$ cat config.mk
export PLATFORM = sky130hd
export DESIGN_NAME = axis_tcm_capture_flat
export DESIGN_NICKNAME = d
export VERILOG_FILES = /design/src/rtl/axis_tcm_capture_if.sv /design/src/rtl/axis_tcm_capture.sv /design/src/flat_wrapper.sv
export SDC_FILE = /design/constraint.sdc
export NUM_CORES = 1
export LEC_CHECK = 0
export BUFFER_PORTS_ARGS = -buffer_cell sky130_fd_sc_hd__buf_4
export CAP_MARGIN = 5
export CORE_MARGIN = 8
export CORE_UTILIZATION = 30
export CTS_CLUSTER_SIZE = 24
export DETAILED_ROUTE_END_ITERATION = 6
export SLEW_MARGIN = 15
export SYNTH_ARGS = -nofsm -noshare
export SYNTH_HDL_FRONTEND = slang
export SYNTH_SLANG_ARGS = --single-unit
$ cat constraint.sdc
create_clock -name S_AXIS_ACLK -period 3.1 [get_ports S_AXIS_ACLK]
set_clock_uncertainty 0.15 [all_clocks]
set_input_delay 0.62 -clock S_AXIS_ACLK [delete_from_list [all_inputs] [get_ports S_AXIS_ACLK]]
set_output_delay 0.62 -clock S_AXIS_ACLK [all_outputs]
set_load 0.02 [all_outputs]
$ cat src/rtl/axis_tcm_capture_if.sv
// AXI-Stream handshake bundle feeding axis_tcm_capture.
// The source drives data/valid/last; the capture block answers with TREADY.
interface axis_tcm_capture_if #(
  parameter int C_S_AXIS_TDATA_WIDTH = 32
);
  logic                            TREADY;
  logic [C_S_AXIS_TDATA_WIDTH-1:0] TDATA;
  logic                            TLAST;
  logic                            TVALID;

  modport master (input TREADY, output TDATA, output TLAST, output TVALID);
  modport slave  (output TREADY, input TDATA, input TLAST, input TVALID);
endinterface

$ cat src/rtl/axis_tcm_capture.sv
// Captures one AXI-Stream frame into an inferred TCM BRAM, in one-shot or circular mode.
// Define AXIS_TCM_RD_PIPE_EN to add an output register on the read port (latency 2).
module axis_tcm_capture #(
  parameter int C_S_AXIS_TDATA_WIDTH = 32,
  parameter int C_TCM_ADDR_WIDTH     = 5
) (
  input  logic                            S_AXIS_ACLK,
  input  logic                            S_AXIS_ARESETN,
  axis_tcm_capture_if.slave               S_AXIS,
  input  logic                            USR_cap_en,
  input  logic                            USR_cap_mode,
  input  logic                            USR_clear,
  input  logic                            USR_rd_en,
  input  logic [C_TCM_ADDR_WIDTH-1:0]     USR_rd_addr,
  output logic [C_S_AXIS_TDATA_WIDTH-1:0] USR_rd_data,
  output logic                            USR_rd_valid,
  output logic [C_TCM_ADDR_WIDTH:0]       USR_wr_count,
  output logic [C_TCM_ADDR_WIDTH-1:0]     USR_wr_ptr,
  output logic                            USR_busy,
  output logic                            USR_done,
  output logic                            USR_trunc,
  output logic                            USR_wrapped
);
  localparam int DW    = C_S_AXIS_TDATA_WIDTH;
  localparam int AW    = C_TCM_ADDR_WIDTH;
  localparam int DEPTH = 1 << AW;
  localparam logic [AW:0] CNT_FULL = {1'b1, {AW{1'b0}}};
  localparam logic [AW:0] CNT_LAST = {1'b0, {AW{1'b1}}};

  typedef enum logic [1:0] {IDLE, CAPTURE, DONE} state_t;

  state_t          state_q, state_d;
  logic            tready_q, tready_d;
  logic            mode_q, mode_d;
  logic [AW-1:0]   wr_ptr_q, wr_ptr_d;
  logic [AW:0]     wr_count_q, wr_count_d;
  logic            done_q, done_d;
  logic            trunc_q, trunc_d;
  logic            wrapped_q, wrapped_d;
  logic [DW-1:0]   rd_data_q, rd_data_d;
  logic            rd_valid_q, rd_valid_d;
  logic [DW-1:0]   mem [DEPTH];
  logic [DW-1:0]   rd_word;
  logic            beat;
  logic            wr_en;
  logic            frame_end;
  logic            frame_full;

  assign beat       = S_AXIS.TVALID & tready_q;
  assign wr_en      = beat & ~USR_clear & S_AXIS_ARESETN;
  assign frame_end  = beat & S_AXIS.TLAST;
  assign frame_full = beat & ~S_AXIS.TLAST & ~mode_q & (wr_count_q == CNT_LAST);
  assign rd_word    = mem[USR_rd_addr];

  always_ff @(posedge S_AXIS_ACLK) begin
    if (!S_AXIS_ARESETN) state_q <= IDLE;
    else                 state_q <= state_d;
  end

  always_comb begin
    state_d = state_q;
    if (USR_clear) begin
      state_d = IDLE;
    end else begin
      case (state_q)
        IDLE:    if (USR_cap_en) state_d = CAPTURE;
        CAPTURE: begin
          if (!USR_cap_en)                  state_d = IDLE;
          else if (frame_end || frame_full) state_d = DONE;
        end
        DONE:    if (!USR_cap_en) state_d = IDLE;
        default: state_d = IDLE;
      endcase
    end
  end

  // Status and write-pointer bookkeeping; a dropped cap_en still takes its beat.
  always_comb begin
    tready_d   = (state_d == CAPTURE);
    mode_d     = mode_q;
    wr_ptr_d   = wr_ptr_q;
    wr_count_d = wr_count_q;
    done_d     = done_q;
    trunc_d    = trunc_q;
    wrapped_d  = wrapped_q;
    if (USR_clear) begin
      wr_ptr_d   = '0;
      wr_count_d = '0;
      done_d     = 1'b0;
      trunc_d    = 1'b0;
      wrapped_d  = 1'b0;
    end else if (state_q == IDLE && USR_cap_en) begin
      mode_d     = USR_cap_mode;
      wr_ptr_d   = '0;
      wr_count_d = '0;
      done_d     = 1'b0;
      trunc_d    = 1'b0;
      wrapped_d  = 1'b0;
    end else if (state_q == CAPTURE && beat) begin
      wr_ptr_d = wr_ptr_q + 1'b1;
      if (wr_count_q != CNT_FULL) wr_count_d = wr_count_q + 1'b1;
      if (mode_q && wr_count_q == CNT_FULL) wrapped_d = 1'b1;
      if (USR_cap_en && frame_end) done_d = 1'b1;
      if (USR_cap_en && frame_full) begin
        done_d  = 1'b1;
        trunc_d = 1'b1;
      end
    end
  end

  always_ff @(posedge S_AXIS_ACLK) begin
    if (wr_en) mem[wr_ptr_q] <= S_AXIS.TDATA;
  end

`ifdef AXIS_TCM_RD_PIPE_EN
  logic [DW-1:0] rd_pipe_data_q, rd_pipe_data_d;
  logic          rd_pipe_vld_q;

  always_comb begin
    rd_pipe_data_d = USR_rd_en ? rd_word : rd_pipe_data_q;
    rd_data_d      = rd_pipe_vld_q ? rd_pipe_data_q : rd_data_q;
    rd_valid_d     = rd_pipe_vld_q;
  end

  always_ff @(posedge S_AXIS_ACLK) begin
    rd_pipe_data_q <= rd_pipe_data_d;
    if (!S_AXIS_ARESETN) rd_pipe_vld_q <= 1'b0;
    else                 rd_pipe_vld_q <= USR_rd_en;
  end
`else
  always_comb begin
    rd_data_d  = USR_rd_en ? rd_word : rd_data_q;
    rd_valid_d = USR_rd_en;
  end
`endif

  always_ff @(posedge S_AXIS_ACLK) begin
    if (!S_AXIS_ARESETN) begin
      tready_q   <= 1'b0;
      mode_q     <= 1'b0;
      wr_ptr_q   <= '0;
      wr_count_q <= '0;
      done_q     <= 1'b0;
      trunc_q    <= 1'b0;
      wrapped_q  <= 1'b0;
      rd_data_q  <= '0;
      rd_valid_q <= 1'b0;
    end else begin
      tready_q   <= tready_d;
      mode_q     <= mode_d;
      wr_ptr_q   <= wr_ptr_d;
      wr_count_q <= wr_count_d;
      done_q     <= done_d;
      trunc_q    <= trunc_d;
      wrapped_q  <= wrapped_d;
      rd_data_q  <= rd_data_d;
      rd_valid_q <= rd_valid_d;
    end
  end

  assign S_AXIS.TREADY = tready_q;
  assign USR_rd_data   = rd_data_q;
  assign USR_rd_valid  = rd_valid_q;
  assign USR_wr_count  = wr_count_q;
  assign USR_wr_ptr    = wr_ptr_q;
  assign USR_busy      = (state_q == CAPTURE);
  assign USR_done      = done_q;
  assign USR_trunc     = trunc_q;
  assign USR_wrapped   = wrapped_q;
endmodule

$ cat src/flat_wrapper.sv
// flat-port wrapper written by rule: the top's interface ports become plain ports
module axis_tcm_capture_flat 
#(
  parameter int C_S_AXIS_TDATA_WIDTH = 32,
  parameter int C_TCM_ADDR_WIDTH     = 5
)
  (S_AXIS_ACLK, S_AXIS_ARESETN, USR_cap_en, USR_cap_mode, USR_clear, USR_rd_en, USR_rd_addr, USR_rd_data, USR_rd_valid, USR_wr_count, USR_wr_ptr, USR_busy, USR_done, USR_trunc, USR_wrapped, S_AXIS_TREADY, S_AXIS_TDATA, S_AXIS_TLAST, S_AXIS_TVALID);
  axis_tcm_capture_if #(.C_S_AXIS_TDATA_WIDTH(C_S_AXIS_TDATA_WIDTH)) S_AXIS_i ();
  input  logic S_AXIS_ACLK;
  input  logic S_AXIS_ARESETN;
  input  logic USR_cap_en;
  input  logic USR_cap_mode;
  input  logic USR_clear;
  input  logic USR_rd_en;
  input  logic [C_TCM_ADDR_WIDTH-1:0] USR_rd_addr;
  output logic [C_S_AXIS_TDATA_WIDTH-1:0] USR_rd_data;
  output logic USR_rd_valid;
  output logic [C_TCM_ADDR_WIDTH:0] USR_wr_count;
  output logic [C_TCM_ADDR_WIDTH-1:0] USR_wr_ptr;
  output logic USR_busy;
  output logic USR_done;
  output logic USR_trunc;
  output logic USR_wrapped;
  output wire logic [$bits(S_AXIS_i.TREADY)-1:0] S_AXIS_TREADY;
  input wire logic [$bits(S_AXIS_i.TDATA)-1:0] S_AXIS_TDATA;
  input wire logic [$bits(S_AXIS_i.TLAST)-1:0] S_AXIS_TLAST;
  input wire logic [$bits(S_AXIS_i.TVALID)-1:0] S_AXIS_TVALID;
  assign S_AXIS_TREADY = S_AXIS_i.TREADY;
  assign S_AXIS_i.TDATA = S_AXIS_TDATA;
  assign S_AXIS_i.TLAST = S_AXIS_TLAST;
  assign S_AXIS_i.TVALID = S_AXIS_TVALID;
  axis_tcm_capture #(.C_S_AXIS_TDATA_WIDTH(C_S_AXIS_TDATA_WIDTH), .C_TCM_ADDR_WIDTH(C_TCM_ADDR_WIDTH)) u_core (.S_AXIS_ACLK(S_AXIS_ACLK), .S_AXIS_ARESETN(S_AXIS_ARESETN), .S_AXIS(S_AXIS_i), .USR_cap_en(USR_cap_en), .USR_cap_mode(USR_cap_mode), .USR_clear(USR_clear), .USR_rd_en(USR_rd_en), .USR_rd_addr(USR_rd_addr), .USR_rd_data(USR_rd_data), .USR_rd_valid(USR_rd_valid), .USR_wr_count(USR_wr_count), .USR_wr_ptr(USR_wr_ptr), .USR_busy(USR_busy), .USR_done(USR_done), .USR_trunc(USR_trunc), .USR_wrapped(USR_wrapped));
endmodule
Word-level counts from Yosys, hierarchy flattened
Memories as Yosys holds them, arrays and structs flattened. A register that Yosys moved wholly into a read port is not among the register bits.
Cells that the tools add are included.
{"block": "totals", "wordCells": 54, "n_memories": 1, "input_bits": 45, "reg_bits": 19, "ramBits": 1024}
{"block": "op_classes", "addsub": 2, "reduce_logical": 15, "n_eq_ne": 6, "bitwise_logic": 11, "mux": 10}
{"name": "u_core.mem", "words": 32, "width": 32, "read_ports": 1, "rd_ports_with_merged_regs": 1, "write_ports": 1, "line": "axis_tcm_capture.sv:42", "text": "logic [DW-1:0] mem [DEPTH];"}
{"cell": "$mux W2", "n": 5}
{"cell": "$reduce_and A2 Y1", "n": 5}
{"cell": "$and A1 B1 Y1", "n": 7}
{"cell": "$add A6 B1 Y6 const B", "n": 1}
{"cell": "$eq A6 B5 Y1 const B", "n": 1}
{"cell": "$eq A6 B6 Y1 const B", "n": 1}
{"cell": "$ne A6 B6 Y1 const B", "n": 1}
{"cell": "$pmux W2 S3", "n": 1}
{"cell": "$add A5 B1 Y5 const B", "n": 1}
{"cell": "$logic_and A1 B1 Y1", "n": 5}
{"cell": "$eq A2 B1 Y1 const B", "n": 2}
{"cell": "$mux W1", "n": 4}
{"cell": "$not A1 Y1", "n": 4}
{"cell": "$reduce_or A3 Y1", "n": 1}
{"cell": "$eq A2 B2 Y1 const B", "n": 1}
{"cell": "$logic_not A2 Y1", "n": 1}
{"cell": "$reduce_bool A2 Y1", "n": 1}
{"cell": "$logic_not A1 Y1", "n": 1}
{"cell": "$logic_or A1 B1 Y1", "n": 1}

Depth between registers and ports, before layout
{"block": "logic_depth", "word_depth": 10, "ltp_mapped": 8, "mapped_depth_nobuf": 7}

Worst setup path before layout
No wires, ideal clock.
{"block": "synth_path", "kind": "input-to-reg", "startpoint": "in S_AXIS_ARESETN", "endpoint": "mem u_core.mem[31][0] (netlist name) (enable)", "stages": 4, "slack_ns": -0.031, "t_required_ns": 2.529, "arrival_time_ns": 2.560, "setup_ns": 0.421, "cell_sequence": "nor2b_1 > and3_1 > nand2_1 > nor2_1"}
{"block": "synth_via", "elab_chain_len": 3}
{"item": "start, declared", "line": "flat_wrapper.sv:10", "text": "input logic S_AXIS_ARESETN;"}
{"item": "$and A1 B1 Y1", "line": "axis_tcm_capture.sv:50", "text": "assign wr_en = beat & ~USR_clear & S_AXIS_ARESETN;"}
{"item": "$mux W1", "line": "axis_tcm_capture.sv:112", "text": "if (wr_en) mem[wr_ptr_q] <= S_AXIS.TDATA;"}
{"item": "$mux W1 (not written as such)", "line": "axis_tcm_capture.sv:112"}
{"item": "end, declared", "line": "axis_tcm_capture.sv:42"}
Every way passes these cells.

Worst setup path in the final report
{"block": "layout_path", "startpoint": "reg u_core.wr_ptr_q[2] (netlist: u_core.USR_wr_ptr[2])", "endpoint": "mem u_core.mem[6][15] (netlist name) (enable)"}
{"item": "start, declared", "line": "axis_tcm_capture.sv:35", "text": "logic [AW-1:0] wr_ptr_q, wr_ptr_d;"}
{"item": "start signal, assigned", "line": "axis_tcm_capture.sv:151", "text": "wr_ptr_q <= wr_ptr_d;"}
Straight into the memory's write port.

==> implementation parameters <==
Parameter                              Value

Die
  Number of top-level design ports ... 94
  Floorplan core area ... 138000 sq um
  Horizontal die dimension ... 389 um
  Floorplan die height ... 389 um
  Area of the die ... 151000 sq um
  Placement row count ... 136
  Starting density of the core ... 30.2%

Hold path
  Worst min path class ... in2reg
  Hold path depth ... 3

Logic synthesis
  Area leader, netlist ... sky130_fd_sc_hd__edfxtp_1
  Multiplexer fraction of the synthesized cell area ... 12.3%
  Synth Area in Adders ... 0.180%
  Share of the synthesized area in the top cell type ... 73.8%
  Synthesized-area fraction occupied by xor and xnor cells ... 0.168%
  Post-synth ARST share ... 0%
  Portion of the post-synthesis area used by sequential elements ... 76.3%
  Area fraction in and, or, nand and nor cells after synthesis ... 1.72%
  Commonest register cell after synthesis ... sky130_fd_sc_hd__edfxtp_1
  Average footprint of a synthesized cell ... 17.8 sq um
  Fraction of the mapped netlist area in compound gates ... 7.08%
  Nets in the synthesized netlist ... 2391
  Post-Synthesis Cells ... 2340
  Number of warnings issued by yosys ... 0
  EDFF count, synth ... 1024
  Synth Register Bits ... 1075
  Netlist area before placement ... 41600 sq um
  Yosys cell types ... 37
  Dominant combinational cell family by area after synthesis ... multiplexers
  Cell types with the largest area share after synthesis ... sky130_fd_sc_hd__edfxtp_1, sky130_fd_sc_hd__mux2i_1, sky130_fd_sc_hd__a22oi_1

Power
  Max VDD drop ... 0.000450 V
  Psw ... 6.30 mW
  Share of power burned in registers ... 53.7%
  Total power consumption of the routed design ... 29.8 mW
  Internal ... 23.5 mW
  Share of power burned in the clock network ... 41.4%
  Switching Share ... 21.2%
  Cell area power density ... 606 nW/um^2
  Leakage power figure ... 16.8 nW
  Comb pwr share ... 4.9%

CTS
  Setup repair bufs after CTS ... 0
  CTS tree ... done
  Clock tree root buffer cell ... sky130_fd_sc_hd__clkbuf_16
  Clock latency on the worst-skew pair ... 700 ps
  Longest Clk Path Bufs ... 3
  CTS clock-pin slew for the worst setup and hold paths ... 60 ps
  Sinks on the clock net ... 1075
  Number of levels in the clock H-tree ... 3
  Number of gates resized after CTS ... 0
  Total clock buffers created by CTS ... 100
  Count of hold-fix buffers inserted at cts ... 0

Setup path
  Data arrival time of the critical path ... 2710 ps
  CP endpoint ... u_core.mem[6][15]
  R2r worst-path depth ... 3
  Critical path startpoint ... u_core.USR_wr_ptr[2]
  CP max FO ... 15
  WP data required ... 3330 ps
  Category of the most critical setup path ... reg2reg
  Crit path launch type ... flop
  Reg2Reg Launch Point ... u_core.USR_wr_ptr[2]
  Register-to-register setup slack ... 620 ps
  RR Endpoint ... u_core.mem[6][15]
  Setup crit end kind ... flop

GRT
  Number of global-route vias before repair ... 22066
  Global Route Usage Sum ... 14.8%
  Total congestion overflow ... 0
  Antenna violations before repair ... 9
  Maximum number of pins on one net before global-route repair ... 79
  First-pass GRT wire length ... 164 mm

STA
  Max Freq ... 403 MHz
  Endpoints failing setup ... 0
  Transition at the pin with the smallest max-transition slack ... 835 ps
  Max-slew headroom ... 44.3%
  RSZ-0062 raised after global routing ... no
  Fin crit share ... 80.0%
  Number of slew-limit violations in the final report ... 0
  Final hold viol count ... 0
  Post-layout min period ... 2480 ps

Detailed routing
  Count of antenna-violating nets left after detailed routing ... 0
  Post-DR vias/cell ... 5.14
  Vias post-DR ... 22702
  Average detailed-routed wire length per instance ... 26.3 um
  DRC violations left ... 0
  Initial drt markers ... 2352
  TritonRoute pass-1 iters ... 5
  Total length of routed wires ... 116 mm

Final layout
  Fin util ... 35.7%
  Layout area overhead ... 17.9%
  Layout Nets ... 2587
  Layout cell share with drive strength beyond 1 ... 16.1%

Run status
  Outcome ... completed

Placement
  Buffers on Ports ... 93
  Total half-perimeter wirelength after legalization and detailed placement ... 64.7 mm
  Weighted congestion reported at the end of routability-driven placement ... 0.755

Flow run
  Max-capacitance violation count ... 0
==> cell usage after synthesis, drive strengths merged, types with 7 or more instances <==
cell and n:
edfxtp 1024, or4 32, clkbuf 81, a21oi 164, o21ai 33, dfxtp 51, nand2 19, nor2 53
buf 60, mux2i 512, xor2 7, a22oi 256
==> how the worst min path moves through the flow <==
stage	start	endpoint	slack, ps
after floorplan	u_core.mode_q	u_core.mode_q	320
after global placement	u_core.USR_wrapped	u_core.USR_wrapped	310
after detailed placement	u_core.USR_wrapped	u_core.USR_wrapped	320
after CTS	USR_cap_mode	u_core.mode_q	10
after global routing	USR_cap_mode	u_core.mode_q	20
final	USR_cap_mode	u_core.mode_q	60
==> metal layers <==
layer	up-vias	share of wire [%]	track usage, %
met4	0	1.8	3.22
met1	11896	45	21.5
li1	9794	-	-
met5	-	0	0
met3	148	6.8	2.69
met2	864	46	23.0
==> logic make-up (layout without fill, tap and decap cells) <==
family | count (synthesis) | in the layout
and+or+nand+nor | 135 | 135
xor gates and xnor gates | 8 | 8
DFF | 1075 | 1075
AOI/OAI and AO/OA | 459 | 459
other | 0 | 1
muxes | 512 | 512
adders and majority gates | 6 | 6
buffers and inverters | 145 | 425
==> layout make-up <==
class / count / area, sq um
clock buffers: 142 / 2850
repair buffers: 235 / 2560
fillers: 12728 / 88600
well taps: 1794 / 2240
flip-flops and latches: 1075 / 31800
diodes: 1 / 2.50
inverters: 4 / 15.0
clock inverters: 44 / 428
multi-input cells: 1120 / 9210
==> power by group through the flow <==
| stage | clock [mW] | sequential, mW | combinational (mW) |
|---|---|---|---|
| after CTS | 12.5 | 16.0 | 1.47 |
| final | 12.3 | 16.0 | 1.46 |
| after global placement | 0 | 16.3 | 1.45 |
| after global routing | 13.1 | 16.0 | 1.56 |
| after detailed placement | 0 | 16.3 | 1.46 |
| after floorplan | 0 | 16.3 | 0.767 |
==> metrics by stage <==
step,worst slack (ps),hold slack [ps],std cells,instance area [sq um],setup TNS [ps]
final,621,64.2,4415,49100,0
after floorplan,-31.5,321,2340,41600,-28700
after detailed placement,269,315,4228,45800,0
after global placement,277,311,4228,45800,0
after CTS,673,13.0,4414,49100,0
after global routing,594,18.9,4414,49100,0
==> placed cells by master, fill, tap and decap left out, types with 2 or more instances in the layout <==
cell / n
sky130_fd_sc_hd__dfxtp_1: 51
sky130_fd_sc_hd__nor2b_4: 2
sky130_fd_sc_hd__clkinv_1: 15
sky130_fd_sc_hd__nor2_1: 20
sky130_fd_sc_hd__a31oi_1: 3
sky130_fd_sc_hd__inv_1: 4
sky130_fd_sc_hd__xor2_1: 7
sky130_fd_sc_hd__a21oi_1: 164
sky130_fd_sc_hd__a22oi_1: 256
sky130_fd_sc_hd__nor2_4: 33
sky130_fd_sc_hd__ha_1: 6
sky130_fd_sc_hd__inv_6: 3
sky130_fd_sc_hd__edfxtp_1: 1024
sky130_fd_sc_hd__buf_12: 63
sky130_fd_sc_hd__or4_1: 32
sky130_fd_sc_hd__nand2_1: 18
sky130_fd_sc_hd__and3_1: 4
sky130_fd_sc_hd__nand4_1: 5
sky130_fd_sc_hd__a211oi_1: 2
sky130_fd_sc_hd__bufinv_16: 7
sky130_fd_sc_hd__mux2i_1: 512
sky130_fd_sc_hd__clkbuf_16: 103
sky130_fd_sc_hd__nand2b_2: 2
sky130_fd_sc_hd__nand3b_1: 3
sky130_fd_sc_hd__clkbuf_1: 26
sky130_fd_sc_hd__buf_4: 171
sky130_fd_sc_hd__clkinv_2: 16
sky130_fd_sc_hd__clkbuf_8: 13
sky130_fd_sc_hd__o21ai_0: 33
sky130_fd_sc_hd__nor2b_1: 4
==> flip-flops by register name, summed over array words and instances, names as in the netlist <==
signal and count:
u_core.USR_rd_data 32, u_core.USR_wr_count 6, u_core.USR_rd_valid 1, u_core.USR_wrapped 1, u_core.USR_wr_ptr 5, u_core.USR_done 1
u_core.mode_q 1, u_core.mem 1024, u_core.state_q 2, u_core.S_AXIS.TREADY 1, u_core.USR_trunc 1
==> worst max-delay path, stage by stage (launching register included) <==
cell,delay [ps]
sky130_fd_sc_hd__dfxtp_1,680
sky130_fd_sc_hd__or3b_2,630
sky130_fd_sc_hd__nor2_4,440
sky130_fd_sc_hd__buf_12,260
No activity file was read; power rests on OpenSTA's default activity.
